File: src/rtl/mcpu_vram_dma.sv
// mcpu_vram_dma: copies DRAM low bytes into VRAM using bus cycles the CPU leaves idle.
// Define MCPU_DMA_FILL_EN to add constant-fill transfers and vblank gating of all strobes.
module mcpu_vram_dma #(
  parameter int DATA_WIDTH = 16,
  parameter int SRC_AW     = 14,
  parameter int DST_AW     = 13,
  parameter int LEN_W      = 14
) (
  input  logic                  clk,
  input  logic                  reset,
  input  logic                  start,
  input  logic                  abort,
  input  logic [SRC_AW-1:0]     cfg_src,
  input  logic [DST_AW-1:0]     cfg_dst,
  input  logic [LEN_W-1:0]      cfg_len,
  input  logic                  cfg_fill,
  input  logic [7:0]            cfg_fill_value,
  input  logic                  vblank,
  input  logic                  cpu_req,
  output logic [SRC_AW-1:0]     dram_addr,
  output logic                  dram_re,
  input  logic [DATA_WIDTH-1:0] dram_data,
  output logic [DST_AW-1:0]     vram_addr,
  output logic [7:0]            vram_data,
  output logic                  vram_we,
  output logic                  bus_owner,
  output logic                  busy,
  output logic                  done
);

  typedef enum logic [2:0] {IDLE, READ, WAIT, WRITE, DONE} state_t;

  state_t              state, next_state;
  logic [SRC_AW-1:0]   src_ptr;
  logic [DST_AW-1:0]   dst_ptr;
  logic [LEN_W-1:0]    remaining;
  logic [7:0]          data_lat;
  logic                fill_mode;
  logic                bus_free;
  logic                start_fill;
  logic [7:0]          fill_byte;
  logic                unused_inputs;

`ifdef MCPU_DMA_FILL_EN
  // Outside vblank the DMA behaves as if the CPU owned every cycle.
  assign bus_free      = !cpu_req && vblank;
  assign start_fill    = cfg_fill;
  assign fill_byte     = cfg_fill_value;
  assign unused_inputs = &{1'b0, dram_data[DATA_WIDTH-1:8]};
`else
  assign bus_free      = !cpu_req;
  assign start_fill    = 1'b0;
  assign fill_byte     = 8'h00;
  assign unused_inputs = &{1'b0, cfg_fill, cfg_fill_value, vblank, dram_data[DATA_WIDTH-1:8]};
`endif

  always_ff @(posedge clk) begin
    if (reset) state <= IDLE;
    else       state <= next_state;
  end

  always_comb begin
    next_state = state;
    case (state)
      IDLE: begin
        if (start) begin
          if (cfg_len == '0)   next_state = DONE;
          else if (start_fill) next_state = WRITE;
          else                 next_state = READ;
        end
      end
      READ: begin
        if (abort)         next_state = IDLE;
        else if (bus_free) next_state = WAIT;
      end
      WAIT: begin
        if (abort) next_state = IDLE;
        else       next_state = WRITE;
      end
      WRITE: begin
        if (abort)                          next_state = IDLE;
        else if (bus_free) begin
          if (remaining == LEN_W'(1))       next_state = DONE;
          else if (fill_mode)               next_state = WRITE;
          else                              next_state = READ;
        end
      end
      DONE:    next_state = IDLE;
      default: next_state = IDLE;
    endcase
  end

  // Strobes are suppressed in any cycle where abort or reset will cancel the transfer.
  always_comb begin
    dram_re   = 1'b0;
    vram_we   = 1'b0;
    if (!reset && !abort && bus_free) begin
      dram_re = (state == READ);
      vram_we = (state == WRITE);
    end
    bus_owner = dram_re | vram_we;
    busy      = (state == READ) || (state == WAIT) || (state == WRITE);
    done      = (state == DONE);
  end

  assign dram_addr = src_ptr;
  assign vram_addr = dst_ptr;
  assign vram_data = data_lat;

  always_ff @(posedge clk) begin
    if (reset) begin
      src_ptr   <= '0;
      dst_ptr   <= '0;
      remaining <= '0;
      data_lat  <= '0;
      fill_mode <= 1'b0;
    end else begin
      case (state)
        IDLE: begin
          if (start && cfg_len != '0) begin
            src_ptr   <= cfg_src;
            dst_ptr   <= cfg_dst;
            remaining <= cfg_len;
            fill_mode <= start_fill;
            if (start_fill) data_lat <= fill_byte;
          end
        end
        WAIT: data_lat <= dram_data[7:0];
        WRITE: begin
          if (vram_we) begin
            src_ptr   <= src_ptr + SRC_AW'(1);
            dst_ptr   <= dst_ptr + DST_AW'(1);
            remaining <= remaining - LEN_W'(1);
          end
        end
        default: ;
      endcase
    end
  end

endmodule

File: config.mk
export PLATFORM = sky130hd
export DESIGN_NAME = mcpu_vram_dma
export DESIGN_NICKNAME = d
export VERILOG_FILES = /design/src/rtl/mcpu_vram_dma.sv
export SDC_FILE = /design/constraint.sdc
export NUM_CORES = 1
export LEC_CHECK = 0
export CAP_MARGIN = 15
export CORE_MARGIN = 2
export CORE_UTILIZATION = 30
export DETAILED_ROUTE_END_ITERATION = 16
export HOLD_SLACK_MARGIN = 0.06
export SETUP_SLACK_MARGIN = 0.02
export SLEW_MARGIN = 20
export SYNTH_ARGS = -nofsm -noshare
export SYNTH_HDL_FRONTEND = slang
export SYNTH_SLANG_ARGS = --single-unit
File: constraint.sdc
create_clock -name clk -period 3.8 [get_ports clk]
set_clock_uncertainty 0.1 [all_clocks]
set_input_delay 0.95 -clock clk [delete_from_list [all_inputs] [get_ports clk]]
set_output_delay 0.95 -clock clk [all_outputs]
set_load 0.005 [all_outputs]
==> impl_metrics.toml, run 1 <==
[outcome]
status = "complete, no violations"

[yosys]
synth_top_area_share_pct = 33.6
syn_inst = 426
synth_cell_types = 49
ys_seq_area_share_pct = 33.6
synth-seq-cells = 52
synth_area_leader_cell = "dfxtp_1"
synth_nets = 502
async_reset_ff_share_pct = 0
synth_warnings = 0
avgSynthCellArea_um2 = 7.28
synth_edf_count = 0
yosys_most_used_dff = "dfxtp_1"
synth.area.top_cells = "dfxtp_1 34%, a21oi_1 8.2%, nand2_1 8.0%"
synth.cell_area_um2 = 3100

[clock_tree]
ctsHoldBuffers = 0
cts-resized-gates = 0
clock_path_buffers = 2
clock_sinks = 52
numCtsBuffers = 5
worstSkewPairLatency_ps = 300
cts.htree.levels = 2
cts_tree = "built"
clk_pin_slew_ps = 90
cts_setup_buffers = 0
cts-root-buf = "clkbuf_8"

[setup_path]
cp_common_cell = "clkdlybuf4s50_1"
critPathSlowestCell = "clkdlybuf4s50_1"
crit_path_max_fanout = 4
setup.worst_path.class = "in2out"
critPathBufInv = 2
required_ps = 2750
slowest_delay_ps = 550
arrival_ps = 2440
worst-r2r-cell-count = 6
cp_top_family = "buffers and inverters"
cp_cell_sequence = "clkdlybuf4s50_1 > nor2_2 > nand2_1 > nor4_1 > clkdlybuf4s50_1"
cp-end-kind = "output pin"
crit_cells = 5
start_kind = "primary input"

[floorplan]
dieWidth_um = 106
core_region_area_um2 = 10200
initial_core_util_pct = 30.4
fp.dieArea_um2 = 11200
row_count = 37
ios = 112
die_h_um = 106

[detailed_routing]
first_iter_violations = 162
num_vias = 3319
drt-total-wl_mm = 9.03
detail-route-antenna-nets = 0
vias_per_cell = 5.24
first_pass_iters = 4
route.detailed.drc = 0
wl_per_cell_um = 14.2

[power_and_ir_drop]
power_w = 0.00139
leakage_nw = 1.45
ir_drop_v = 0.000149
powerDensity_nw_per_um2 = 333

[placed_design]
globalplace.congestion = 0.818
io_buffers = 93
post-dp-hpwl_mm = 6.28

[sta]
fin_tns_setup_ps = 0
slew_viol_final = 0
tightest_slew_ps = 788
relSlewSlack_pct = 47.2
period_share_pct = 91.9
rsz0062_at_grt = "false"
finalHoldViolCount = 0
layout_min_cycle_time_ps = 3490
fmax_mhz = 286
setup-violations-final = 0

[final_layout]
fillers = 1071
insertedDiodeCount = 0
area_delta_synth_final_pct = 35.3
fin_nets = 573
drive_gt1_share_pct = 5.22

[grt]
top_usage_layer = "met2"
use_met3_pct = 2.35
grt_pass1_wl_mm = 14.9
grt_pass1_vias = 3017
grt_util_met1_pct = 23.3
overflow = 0
grt_util_all_layers_pct = 16.0
grt_max_degree = 50
antenna_found_initial = 0
met2_usage_pct = 24.9

[hold_path]
hold_path.class = "reg2reg"
hold_depth = 2

[run]
max_cap_viol_count = 0
==> logic make-up (layout without fill, tap and decap cells) <==
logic type	count (synthesis)	count (layout)	synth area share [%]
AOI/OAI and AO/OA	127	127	24.9
xor gates and xnor gates	2	2	0.565
adders and majority gates	4	4	1.61
buffers and inverters	38	110	5.81
DFF	52	52	33.6
muxes	8	8	2.58
and+or+nand+nor	195	195	31.0
==> power by group <==
group / internal, W / switching (W)
registers: 0.000588 / 0.0000553
logic: 0.000174 / 0.000159
clock network: 0.000233 / 0.000186
==> metal layers <==
metal  share of wire (%)  vias up  wire length (um)
li1                    -     1676                 -
met1                  51     1562              4590
met2                  45       76              4040
met3                 3.5        5               318
met4                0.86        0                78
met5                   0        -                 0
==> final cells by class <==
cell class	count	area (um2)	area share [%]
clock inverter	1	30.0	0.716
tap	136	170	4.06
multi-input combinational	336	1880	44.8
inverter	4	15.0	0.358
timing repair buffer	98	963	23.0
sequential	52	1040	24.8
clock buffer	7	96.3	2.30
==> Yosys cell counts, drive strengths merged, types with 5 or more instances <==
cell,number
nor4,8
buf,16
o32ai,7
mux2i,8
nand3b,5
nor2,40
dfxtp,52
nand2,66
o21ai,30
nand2b,7
nand4,5
or3,6
a31oi,10
nor3,17
a21oi,51
or2,6
clkbuf,18
o31ai,5
and4,5
nand3,16
==> final timing paths <==
kind	to	slack, ps	from
max	dram_re	310	abort
max reg2reg	dram_addr[11]$_SDFFE_PP0P_	1570	state[1]$_SDFFE_PP0P_
min reg2reg	remaining[4]$_SDFFE_PP0P_	380	remaining[4]$_SDFFE_PP0P_
min	remaining[4]$_SDFFE_PP0P_	380	remaining[4]$_SDFFE_PP0P_
==> per-stage QoR <==
step	utilization (%)	instances	hold WS, ps	setup slack [ps]	area, um2
after global placement	39.9	626	362	337	4070
after CTS	41.2	634	381	307	4190
after detailed placement	39.9	626	367	312	4070
final	41.2	634	378	306	4190
after floorplan	-	426	349	1160	3100
after global routing	41.2	634	420	196	4190
==> worst min-delay path, stage by stage, from the launching register on <==
cell and delay (ps):
dfxtp_1 320, o21ai_0 70, a21oi_1 60
==> flip-flops by register name, summed over array words and instances (netlist names) <==
signal	count
dram_addr	14
remaining	14
vram_addr	13
state	3
vram_data	8
==> layout by cell type, fill, tap and decap left out, types with 6 or more instances in the layout <==
cell type	synthesis	routed
nor2_1	39	39
nor3_1	15	15
o32ai_1	7	7
nand2b_1	7	7
nand2_1	66	66
mux2i_1	8	8
or2_2	6	6
clkdlybuf4s50_1	0	92
clkbuf_8	0	7
nand3_1	16	16
a31oi_1	10	10
or3_1	6	6
o21ai_0	30	30
dfxtp_1	52	52
a21oi_1	51	51
nor4_1	8	8
Note: power is estimated with default switching activity, not from simulation.
==> inputs of run 2 (changes only) <==
Settings changed: CORE_MARGIN 2 to default.
==> impl_metrics.toml, run 2 (synthesis results as in run 1) <==
[outcome]
status = "complete, no violations"

[detailed_routing]
first_iter_violations = 213
first_pass_iters = 4
wl_per_cell_um = 14.7
detail-route-antenna-nets = 0
num_vias = 3359
vias_per_cell = 5.31
drt-total-wl_mm = 9.28
route.detailed.drc = 0

[power_and_ir_drop]
powerDensity_nw_per_um2 = 355
p_sw_w = 0.000414
switching_share_pct = 27.5
leakage_nw = 1.47
ir_drop_v = 0.000178
power_w = 0.00151
combPwrFrac_pct = 22.3
pwr-share-clk_pct = 34.9
seq_power_share_pct = 42.8
internal_power_w = 0.00109

[sta]
finalHoldViolCount = 0
period_share_pct = 91.9
slew_viol_final = 0
fmax_mhz = 286
layout_min_cycle_time_ps = 3490
fin_tns_setup_ps = 0
rsz0062_at_grt = "false"
tightest_slew_ps = 827
relSlewSlack_pct = 44.9
setup-violations-final = 0
layout_setup_ws_ps = 307
whs_ps = 389

[clock_tree]
cts-root-buf = "clkbuf_8"
ctsHoldBuffers = 0
worstSkewPairLatency_ps = 310
cts-resized-gates = 0
clk_pin_slew_ps = 100
clock_path_buffers = 2
numCtsBuffers = 5
cts_tree = "built"
cts_setup_buffers = 0
clock_sinks = 52
cts.htree.levels = 2

[setup_path]
cp-end-kind = "output pin"
crit_path_max_fanout = 4
setup.worst_path.class = "in2out"
start_kind = "primary input"
required_ps = 2750
arrival_ps = 2440

[final_layout]
fin_nets = 575
fin_util_pct = 42.8
drive_gt1_share_pct = 5.60
layout_commonest_cell = "clkdlybuf4s50_1"
final_cell_mix = "92 x clkdlybuf4s50_1, 66 x nand2_1, 52 x dfxtp_1"
insertedDiodeCount = 0
area_delta_synth_final_pct = 36.7
fillers = 1036

[floorplan]
dieWidth_um = 104
fp.dieArea_um2 = 10700
die_h_um = 104
initial_core_util_pct = 31.3
row_count = 36
core_region_area_um2 = 9910
ios = 112

[hold_path]
hold_path.class = "reg2reg"

[grt]
grt_util_all_layers_pct = 17.1
antenna_found_initial = 0
grt_pass1_vias = 3154
grt_pass1_wl_mm = 15.2
overflow = 0
grt_max_degree = 50

[placed_design]
globalplace.congestion = 0.813
pre_cts_ws_ps = 326
io_buffers = 93
post-dp-hpwl_mm = 6.48

[run]
max_cap_viol_count = 0
## run 2: path summary, 6_finish.rpt
path | slack [ps] | startpoint | cells after the start | to
worst max register to register | 1460 | state[1]$_SDFFE_PP0P_ | 5 | vram_addr[8]$_SDFFE_PP0P_
worst min register to register | 390 | remaining[13]$_SDFFE_PP0P_ | 2 | remaining[13]$_SDFFE_PP0P_
worst max-delay path | 310 | abort | 5 | dram_re
worst min-delay path | 390 | remaining[13]$_SDFFE_PP0P_ | 2 | remaining[13]$_SDFFE_PP0P_
## run 2: cell type report
| type | instances | area [um2] | area share, % |
|---|---|---|---|
| Inverter | 4 | 15.0 | 0.354 |
| Clock inverter | 3 | 90.1 | 2.13 |
| Multi-Input combinational cell | 336 | 1880 | 44.3 |
| Timing Repair Buffer | 100 | 978 | 23.1 |
| Clock buffer | 5 | 68.8 | 1.62 |
| Sequential cell | 52 | 1040 | 24.6 |
| Tap cell | 133 | 166 | 3.93 |
## run 2: metal layers
| metal | routed length (um) | global-route usage, % | share of wire, % |
|---|---|---|---|
| met5 | 0 | 0 | 0 |
| met2 | 4040 | 26.5 | 44 |
| met4 | 150 | 5.28 | 1.6 |
| met3 | 556 | 3.59 | 6.0 |
| met1 | 4530 | 23.6 | 49 |
## run 2: critical path: stages
cell	delay, ps
clkdlybuf4s50_1	450
nor2_2	160
nand2_1	130
nor4_1	210
clkdlybuf4s50_1	550
## run 2: through the flow
stage / std cells / cell area [um2]
after floorplan: 426 / 3100
after detailed placement: 625 / 4080
after global placement: 625 / 4080
final: 633 / 4240
after global routing: 633 / 4240
after CTS: 633 / 4240
## run 2: power groups by stage
stage,clock (W),combinational [W],sequential [W]
2_1_floorplan,0,0.000189,0.000639
3_3_place_gp,0,0.000329,0.000654
3_5_place_dp,0,0.000336,0.000654
4_1_cts,0.000536,0.000337,0.000642
5_1_grt,0.000560,0.000372,0.000653
6_report,0.000526,0.000336,0.000644
==> inputs of run 3 (changes only) <==
Settings changed: MAX_ROUTING_LAYER from default to met4.
==> impl_metrics.toml, run 3 (synthesis results as in run 1) <==
[sta]
fin_tns_setup_ps = 0
rsz0062_at_grt = "false"
relSlewSlack_pct = 44.9
whs_ps = 388
tightest_slew_ps = 827
period_share_pct = 91.9
layout_min_cycle_time_ps = 3490
layout_setup_ws_ps = 307
slew_viol_final = 0
setup-violations-final = 0
finalHoldViolCount = 0
fmax_mhz = 286

[hold_path]
hold_path.class = "reg2reg"
hold_depth = 2

[detailed_routing]
wl_per_cell_um = 14.6
route.detailed.drc = 0
detail-route-antenna-nets = 0
first_pass_iters = 4
vias_per_cell = 5.27
drt-total-wl_mm = 9.21
first_iter_violations = 216
num_vias = 3335

[final_layout]
fin_nets = 575
final_cell_mix = "92 x clkdlybuf4s50_1, 66 x nand2_1, 52 x dfxtp_1"
insertedDiodeCount = 0
fillers = 1036
fin_util_pct = 42.8
area_delta_synth_final_pct = 36.7
layout_commonest_cell = "clkdlybuf4s50_1"
drive_gt1_share_pct = 5.60

[setup_path]
worstSetupStartpoint = "abort"
worst-r2r-cell-count = 5
setup.worst_path.class = "in2out"
rrSetupSlack_ps = 1460
crit_path_max_fanout = 4
r2r-start = "state[1]$_SDFFE_PP0P_"
start_kind = "primary input"
cp-end-kind = "output pin"
cp-endpoint = "dram_re"
r2r-end = "vram_addr[8]$_SDFFE_PP0P_"
required_ps = 2750
arrival_ps = 2440

[power_and_ir_drop]
ir_drop_v = 0.000176
powerDensity_nw_per_um2 = 354
leakage_nw = 1.47

[floorplan]
die_h_um = 104
ios = 112
dieWidth_um = 104
fp.dieArea_um2 = 10700
core_region_area_um2 = 9910
row_count = 36
initial_core_util_pct = 31.3

[grt]
grt_pass1_wl_mm = 15.2
grt_pass1_vias = 3153
grt_util_met1_pct = 23.8
grt_util_all_layers_pct = 17.6
grt_max_degree = 50
top_usage_layer = "met2"
antenna_found_initial = 0
use_met3_pct = 3.34
met2_usage_pct = 26.5
overflow = 0

[clock_tree]
clock_sinks = 52
worstSkewPairLatency_ps = 310
cts-resized-gates = 0
cts-root-buf = "clkbuf_8"
cts_tree = "built"
cts_setup_buffers = 0
cts.htree.levels = 2
clk_pin_slew_ps = 90
clock_path_buffers = 2
ctsHoldBuffers = 0
numCtsBuffers = 5

[placed_design]
io_buffers = 93
pre_cts_ws_ps = 326
globalplace.congestion = 0.825
post-dp-hpwl_mm = 6.48

[run]
max_cap_viol_count = 0

[outcome]
status = "complete, no violations"
==> run 3: cell counts in the layout (fill, tap and decap cells not counted) <==
Identical to the previous run, type by type.
==> run 3: worst min-delay path by stage <==
stage	endpoint	start
2_1_floorplan	remaining[4]$_SDFFE_PP0P_	remaining[4]$_SDFFE_PP0P_
3_3_place_gp	remaining[13]$_SDFFE_PP0P_	remaining[13]$_SDFFE_PP0P_
3_5_place_dp	remaining[4]$_SDFFE_PP0P_	remaining[4]$_SDFFE_PP0P_
4_1_cts	remaining[13]$_SDFFE_PP0P_	remaining[13]$_SDFFE_PP0P_
5_1_grt	remaining[13]$_SDFFE_PP0P_	remaining[13]$_SDFFE_PP0P_
6_report	remaining[13]$_SDFFE_PP0P_	remaining[13]$_SDFFE_PP0P_
==> run 3: per-layer routing <==
layer / routed length, um / share of wire [%]
met2: 4040 / 44
met3: 589 / 6.4
met5: 0 / 0
met1: 4440 / 48
met4: 150 / 1.6
==> run 3: area by class of cell <==
type	instances	area, um2	area share (%)
clock buffers	5	68.8	1.62
clock inverters	3	90.1	2.13
inverters	4	15.0	0.354
multi-input cells	336	1880	44.3
flip-flops and latches	52	1040	24.6
well taps	133	166	3.93
repair buffers	100	978	23.1
==> run 3: metrics by stage <==
step / instance area (um2) / power, W / cells
2_1_floorplan: 3100 / 0.000828 / 426
4_1_cts: 4240 / 0.00152 / 633
3_5_place_dp: 4080 / 0.000990 / 625
5_1_grt: 4240 / 0.00158 / 633
6_report: 4240 / 0.00150 / 633
3_3_place_gp: 4080 / 0.000983 / 625
==> run 3: power by group <==
| part | switching [W] | total [W] | internal, W |
|---|---|---|---|
| registers | 0.0000551 | 0.000643 | 0.000588 |
| clock network | 0.000193 | 0.000523 | 0.000329 |
| logic | 0.000161 | 0.000335 | 0.000174 |
| total | 0.000409 | 0.00150 | 0.00109 |
==> run 3: worst max-delay path, cell delays in order <==
cell and delay, ps:
clkdlybuf4s50_1 450, nor2_2 160, nand2_1 130, nor4_1 210, clkdlybuf4s50_1 550
